===== src/rtl/cordic_hyp_pipe.sv =====
// rtl/cordic_hyp_pipe.sv - parametrised pipelined hyperbolic CORDIC with valid/ready and whole-pipe stall
//
// Purpose: hyperbolic CORDIC micro-rotation pipeline. Per-sample mode selects
// rotation (drive z to 0: cosh/sinh/exp) or vectoring (drive y to 0: atanh/sqrt).
// Gain is not compensated; the caller pre-scales in_x.
//
// Ports:
//   clk, rst                 rising-edge clock, synchronous active-high reset
//   in_valid / in_ready      input handshake; in_ready is the pipe-wide enable
//   in_mode                  0 = rotation, 1 = vectoring
//   in_x, in_y, in_z         signed Q(WIDTH-FRAC).FRAC vector and angle
//   in_tag                   passthrough tag
//   out_valid / out_ready    output handshake
//   out_x, out_y, out_z      result vector and angle
//   out_tag                  tag of this result
//   out_range_err            rotation-mode |in_z| was beyond the convergence limit

module cordic_hyp_pipe #(
    parameter int WIDTH  = 16,
    parameter int FRAC   = 12,
    parameter int STAGES = 16,
    parameter int TAG_W  = 4
) (
    input  logic                    clk,
    input  logic                    rst,
    input  logic                    in_valid,
    output logic                    in_ready,
    input  logic                    in_mode,
    input  logic signed [WIDTH-1:0] in_x,
    input  logic signed [WIDTH-1:0] in_y,
    input  logic signed [WIDTH-1:0] in_z,
    input  logic [TAG_W-1:0]        in_tag,
    output logic                    out_valid,
    input  logic                    out_ready,
    output logic signed [WIDTH-1:0] out_x,
    output logic signed [WIDTH-1:0] out_y,
    output logic signed [WIDTH-1:0] out_z,
    output logic [TAG_W-1:0]        out_tag,
    output logic                    out_range_err
);

    // Shift amount for stage s: 1,2,3,4,4,5,...,13,13,14,... where each k in
    // the series 4,13,40,... (k_next = 3k+1) is executed twice so the
    // hyperbolic iteration converges.
    function automatic int shift_of(input int s);
        int k;
        int rep;
        bit rep_done;
        k        = 1;
        rep      = 4;
        rep_done = 1'b0;
        for (int i = 0; i < s; i++) begin
            if (k == rep && !rep_done) begin
                rep_done = 1'b1;
            end else begin
                if (k == rep) begin
                    rep      = 3 * rep + 1;
                    rep_done = 1'b0;
                end
                k++;
            end
        end
        return k;
    endfunction

    // round(atanh(2^-k) * 2^FRAC), from the odd power series
    // sum 2^(-k(2n+1))/(2n+1) evaluated in Q2.62 integer arithmetic.
    function automatic logic [WIDTH-1:0] atanh_const(input int k);
        logic [63:0] acc;
        logic [63:0] rounded;
        int          p;
        acc = '0;
        for (int n = 0; n < 32; n++) begin
            p = k * (2 * n + 1);
            if (p < 63) begin
                acc = acc + ((64'd1 << (62 - p)) / 64'(2 * n + 1));
            end
        end
        rounded = (acc + (64'd1 << (61 - FRAC))) >> (62 - FRAC);
        return rounded[WIDTH-1:0];
    endfunction

    // Convergence limit 1.1180 in the input format, rounded to nearest.
    localparam logic [63:0]    Z_LIM_FULL = ((64'd11180 << FRAC) + 64'd5000) / 64'd10000;
    localparam logic [WIDTH:0] Z_LIMIT    = Z_LIM_FULL[WIDTH:0];

    // Index 0 is the input register; index s+1 is the output of micro-rotation s.
    logic                    r_v    [0:STAGES];
    logic                    r_mode [0:STAGES];
    logic                    r_err  [0:STAGES];
    logic [TAG_W-1:0]        r_tag  [0:STAGES];
    logic signed [WIDTH-1:0] r_x    [0:STAGES];
    logic signed [WIDTH-1:0] r_y    [0:STAGES];
    logic signed [WIDTH-1:0] r_z    [0:STAGES];

    logic signed [WIDTH-1:0] w_nx [0:STAGES-1];
    logic signed [WIDTH-1:0] w_ny [0:STAGES-1];
    logic signed [WIDTH-1:0] w_nz [0:STAGES-1];

    logic           w_en;
    logic [WIDTH:0] w_z_ext;
    logic [WIDTH:0] w_z_abs;
    logic           w_range;

    // One enable for the whole pipe: everything advances unless the final
    // result is being held for the consumer.
    assign w_en     = !r_v[STAGES] || out_ready;
    assign in_ready = w_en;

    // Magnitude in WIDTH+1 bits so the most negative input does not overflow.
    assign w_z_ext = {in_z[WIDTH-1], in_z};
    assign w_z_abs = w_z_ext[WIDTH] ? -w_z_ext : w_z_ext;
    assign w_range = !in_mode && (w_z_abs > Z_LIMIT);

    generate
        for (genvar s = 0; s < STAGES; s++) begin : g_stage
            localparam int                      K   = shift_of(s);
            localparam logic signed [WIDTH-1:0] A_K = atanh_const(K);

            logic                    w_d;
            logic signed [WIDTH-1:0] w_xs;
            logic signed [WIDTH-1:0] w_ys;

            // w_d = 1 means d = +1.
            assign w_d  = r_mode[s] ? r_y[s][WIDTH-1] : ~r_z[s][WIDTH-1];
            assign w_xs = r_x[s] >>> K;
            assign w_ys = r_y[s] >>> K;

            assign w_nx[s] = w_d ? (r_x[s] + w_ys) : (r_x[s] - w_ys);
            assign w_ny[s] = w_d ? (r_y[s] + w_xs) : (r_y[s] - w_xs);
            assign w_nz[s] = w_d ? (r_z[s] - A_K)  : (r_z[s] + A_K);
        end
    endgenerate

    always_ff @(posedge clk) begin
        if (rst) begin
            for (int i = 0; i <= STAGES; i++) begin
                r_v[i]    <= 1'b0;
                r_mode[i] <= 1'b0;
                r_err[i]  <= 1'b0;
                r_tag[i]  <= '0;
                r_x[i]    <= '0;
                r_y[i]    <= '0;
                r_z[i]    <= '0;
            end
        end else if (w_en) begin
            r_v[0]    <= in_valid;
            r_mode[0] <= in_mode;
            r_err[0]  <= w_range;
            r_tag[0]  <= in_tag;
            r_x[0]    <= in_x;
            r_y[0]    <= in_y;
            r_z[0]    <= in_z;
            // Bubbles advance like samples; nothing is collapsed.
            for (int s = 0; s < STAGES; s++) begin
                r_v[s+1]    <= r_v[s];
                r_mode[s+1] <= r_mode[s];
                r_err[s+1]  <= r_err[s];
                r_tag[s+1]  <= r_tag[s];
                r_x[s+1]    <= w_nx[s];
                r_y[s+1]    <= w_ny[s];
                r_z[s+1]    <= w_nz[s];
            end
        end
    end

    assign out_valid     = r_v[STAGES];
    assign out_x         = r_x[STAGES];
    assign out_y         = r_y[STAGES];
    assign out_z         = r_z[STAGES];
    assign out_tag       = r_tag[STAGES];
    assign out_range_err = r_err[STAGES];

endmodule


===== config.mk =====
export PLATFORM = sky130hd
export DESIGN_NAME = cordic_hyp_pipe
export DESIGN_NICKNAME = d
export VERILOG_FILES = /design/src/rtl/cordic_hyp_pipe.sv
export SDC_FILE = /design/constraint.sdc
export NUM_CORES = 2
export LEC_CHECK = 0
export ABC_AREA = 1
export CORE_MARGIN = 1.5
export CORE_UTILIZATION = 50
export DETAILED_ROUTE_END_ITERATION = 16
export GPL_ROUTABILITY_DRIVEN = 0
export PLACE_DENSITY = 0.73
export SLEW_MARGIN = 15
export SYNTH_ARGS = -nofsm -noshare
export SYNTH_HDL_FRONTEND = slang
export SYNTH_SLANG_ARGS = --single-unit

===== constraint.sdc =====
create_clock -name clk -period 43.7 [get_ports clk]
set_clock_uncertainty 0.1 [all_clocks]
set_input_delay 8.74 -clock clk [delete_from_list [all_inputs] [get_ports clk]]
set_output_delay 8.74 -clock clk [all_outputs]
set_load 0.05 [all_outputs]

## Word level (Yosys, flattened, before mapping)

Memory sizes are Yosys's and may differ from the RTL's.
Cells that the tools add are included.

- Bits in registers: 0
- Latch bits: 0
- Memory bits (writable): 935
- ROM bits: 0
- Output and inout port bits: 55
- Word-level logic and storage cells: 430
- Memories: 7

- $add $sub $neg: 95
- Multiply operators: 0
- Divide/modulo/power cells: 0
- Order comparisons: 1
- Equal/unequal tests: 0
- Shifts and indexed selects: 0
- Multiplexer cells: 188
- Bitwise logic cells: 135
- Reductions and logical operators: 4

Memory list:

| name | depth | width | rd ports | clocked after Yosys merged registers in | write ports | RTL line | RTL |
|---|---|---|---|---|---|---|---|
| r_x | 17 | 16 | 17 | 0 | 17 | 92 | `logic signed [WIDTH-1:0] r_x [0:STAGES];` |
| r_y | 17 | 16 | 17 | 0 | 17 | 93 | `logic signed [WIDTH-1:0] r_y [0:STAGES];` |
| r_z | 17 | 16 | 17 | 0 | 17 | 94 | `logic signed [WIDTH-1:0] r_z [0:STAGES];` |
| r_tag | 17 | 4 | 17 | 0 | 17 | 91 | `logic [TAG_W-1:0] r_tag [0:STAGES];` |
| r_err | 17 | 1 | 17 | 0 | 17 | 90 | `logic r_err [0:STAGES];` |
| r_mode | 17 | 1 | 16 | 0 | 17 | 89 | `logic r_mode [0:STAGES];` |
| +1 memories | n/a | n/a | n/a | n/a | n/a | n/a |  |

Operator list:

| cell | number |
|---|---|
| $mux 16 | 98 |
| $or 1x1->1 | 119 |
| $mux 1 | 72 |
| $mux 4 | 17 |
| $add 16x12->16 | 4 |
| $add 16x3->16 | 4 |
| $sub 16x12->16 | 4 |
| $sub 16x3->16 | 4 |
| $add 16x2->16 const B | 3 |
| $sub 16x2->16 const B | 3 |
| $add 16x10->16 | 2 |
| $add 16x10->16 const B | 2 |
| $add 16x11->16 | 2 |
| $add 16x13->16 | 2 |
| $add 16x14->16 | 2 |
| $add 16x15->16 | 2 |
| $add 16x2->16 | 2 |
| $add 16x4->16 | 2 |
| $add 16x5->16 | 2 |
| $add 16x6->16 | 2 |
| $add 16x7->16 | 2 |
| $add 16x8->16 | 2 |
| $add 16x9->16 | 2 |
| $sub 16x10->16 | 2 |
| other kinds (39) | 67 |

## Longest topological paths before layout

- Word-level depth: 6
- Mapped depth: 21

## Least setup slack after synthesis

No wires, ideal clock.

- Kind: in2reg
- Start point: input port out_ready
- End point: memory r_err[0][0] (enable)
- Arrival time: 29452 ps
- Data required time: 34836 ps
- Slack: 5384 ps
- Cell stages on the path: 2
- Buffers on the path: 0
- Cell sequence: inv_1 nand3_1

RTL lines:

| item | RTL line | RTL |
|---|---|---|
| start: declaration | 34 | `input logic out_ready,` |
| end: declaration | 90 |  |

## Worst setup path after layout

- Start point: input port out_ready
- End point: output port in_ready

- Word-level cells in the longest chain between the ends: 1

Ends and longest elaborated chain:

| item | RTL line | RTL |
|---|---|---|
| $logic_or 1x1->1 | 107 | `assign w_en = !r_v[STAGES] \|\| out_ready;` |
| end: declaration | 27 | `output logic in_ready,` |

No other way between the ends.

==> qor.yml <==
clocking:
  numCtsBuffers: 107
  cts-resized-gates: 0
  cts_buffer_depth: 3
  h-tree-depth: 3
  clock_sinks: 934
  cts_root_buf: "clkbuf_16"
  clk_pin_slew_worst_paths_ns: 0.06
  cts_setup_buffers: 0
  clk_latency_ns: 0.73
  cts_tree: "yes"
  cts-hold-fix-buffers: 0
placement:
  io_buffers: 111
  placed_cell_area_sq_um: 74600
  dp.cells: 10900
  detailed_place_hpwl_mm: 123
timing:
  rsz0062_at_grt: "no"
  worstMarginPinSlew_ns: 1.17
  slew_headroom_pct: 22.2
  fin_setup_tns_ns: 0
  fin_crit_ns: 19.13
  hold_viol: 0
  finalSetupViolations: 0
  period_share_pct: 43.8
  maxSlewViolCount: 0
  fmaxAchievable_mhz: 52.3
detailed_routing:
  wl_per_cell_microns: 15.0
  post-route-drc-count: 0
  via_count: 60800
  wl_met3_mm: 9.37
  first_pass_iters: 8
  wl_mm: 166
  route.met2.wl_mm: 78.1
  antenna_left: 0
  wirelength_met1_mm: 72.8
  top_layer: "met4"
  detail_route.iter0.violations: 4988
  routed_via_density: 5.49
synthesis:
  postSynth.asyncResetShare_pct: 0
  synthesis.area_sq_um: 71800
  syn-num-nets: 9854
  yosysUniqueCellTypes: 54
  ys_warn_count: 0
  postSynthAreaPerCell_sq_um: 7.95
  dominantRegCellSynth: "edfxtp_1"
  ys_seq_area_share_pct: 39.0
  synth_edf_count: 934
  ys_ff_latch: 934
  syn_inst: 9036
final_layout:
  syn2layout_area_growth_pct: 8.94
  layout_common_cells: "nand2_1, inv_1, nor2_1, a21oi_1, edfxtp_1"
  layout-drive-gt1-share_pct: 2.77
  antenna_cells: 0
  stdcell_area_sq_um: 78300
  fin_util_pct: 55.1
  final_nets: 9918
  layout_commonest_cell: "nand2_1"
  layout.cells.non_filler: 11100
floorplan:
  num_rows: 138
  io_pins: 112
  die_h_microns: 382
  die_w_microns: 382
  coreArea_sq_um: 142000
  start_util_pct: 50.5
  dieArea_sq_um: 146000
power:
  cellPowerDensity_nw_per_um2: 84.2
  ir_drop_uv: 61.2
  p_leak_nw: 37.5
  finalPower_mw: 6.59
setup_path:
  crit_path_end_kind: "output port"
  cp.required_ns: 34.86
  worstPathArrival_ns: 10.29
  max_stage_delay_ns: 0.84
  worst-setup-path-type: "in -> out"
  cpMaxStageDelayCell: "clkdlybuf4s50_1"
  crit_family: "buffers and inverters"
  cp_common_cell: "clkdlybuf4s50_1"
  startpoint_type: "primary input"
  path_buf_inv: 3
  crit_chain: "clkdlybuf4s50_1, inv_1, nand2_1, clkdlybuf4s50_1"
  crit_fanout: 2
run_status:
  status: "completed"
job:
  max-cap-violations: 0
global_routing:
  grt.total_usage_pct: 22.3
  grt-ovfl-total: 0
  grt_pass1_vias: 57100
  antenna_found_initial: 0
  grt_start_max_net_pins: 259
  grt_pass1_wl_mm: 275
min_path:
  min_path_type: "reg -> reg"
area by class of cell:
cell class / instances / area [sq um]
clock buffer: 122 / 2760
clock inverter: 79 / 882
multi-input combinational: 6649 / 38100
inverter: 1267 / 4770
timing repair buffer: 141 / 1370
fill: 12800 / 63900
sequential: 934 / 28000
tap: 1890 / 2360
stage by stage:
stage	worst slack, ns	hold slack [ns]
finish	24.57	0.430
detailed placement	24.55	0.431
CTS	24.55	0.440
floorplan	5.38	0.419
global placement	24.50	0.422
global route	24.50	0.468
logic make-up (layout without fill, tap and decap cells):
group,count (synthesis),after routing,synth area share (%)
and+or+nand+nor,3436,3436,19.5
xor gates and xnor gates,206,206,2.52
adders and majority gates,761,761,13.7
DFF,934,934,39.0
AOI/OAI and AO/OA,2246,2246,17.1
buffers and inverters,1453,1609,8.01
worst min-delay path, stage by stage, from the launching register on:
cell and delay, ns:
edfxtp_1 0.32, inv_1 0.03, nor2_1 0.08
where the power goes:
group | internal, mW | leakage [nW] | switching, mW
Clock | 0.553 | 1.77 | 0.384
Combinational | 1.42 | 24.8 | 2.64
Sequential | 1.38 | 10.9 | 0.212
Total | 3.36 | 37.5 | 3.23
registers in the layout, indices dropped and copies added (netlist names):
register  flops
r_x         272
r_mode       16
r_v          17
r_err        17
r_y         272
r_tag        68
r_z         272
Yosys cell counts, types with 25 or more instances:
master | count | area [sq um]
buf_4 | 52 | 390
nand4_1 | 49 | 307
inv_1 | 1260 | 4730
o21ai_0 | 636 | 3180
a21o_1 | 107 | 803
edfxtp_1 | 934 | 28000
o21a_1 | 67 | 503
o31ai_1 | 70 | 526
or2_0 | 25 | 156
xor2_1 | 162 | 1420
fa_1 | 47 | 941
and2_1 | 38 | 238
o21bai_1 | 48 | 360
nand2_1 | 1547 | 5810
xnor2_1 | 43 | 377
ha_1 | 714 | 8930
a21oi_1 | 1153 | 5770
nand3_1 | 429 | 2150
nor3_1 | 138 | 691
clkbuf_1 | 60 | 225
nor2_1 | 1168 | 4380
a31oi_1 | 78 | 488
buf_2 | 69 | 345
path summary, 6_finish.rpt:
kind | startpoint | to | slack [ns] | depth (start not counted)
max | out_ready | in_ready | 24.57 | 4
min | r_z[0][67]$_SDFFCE_PN0P_ | r_z[0][83]$_SDFFCE_PN0P_ | 0.43 | 2
max reg2reg | r_mode[0][6]$_SDFFCE_PN0P_ | r_x[0][124]$_SDFFCE_PN0P_ | 39.50 | 11
min reg2reg | r_z[0][67]$_SDFFCE_PN0P_ | r_z[0][83]$_SDFFCE_PN0P_ | 0.43 | 2
metal layers:
layer	global-route usage [%]	up-vias
li1	-	31000
met1	28.9	27800
met2	38.1	1752
met3	2.86	326
met4	8.22	0
met5	0	-
Note: power is estimated with default switching activity, not from simulation.
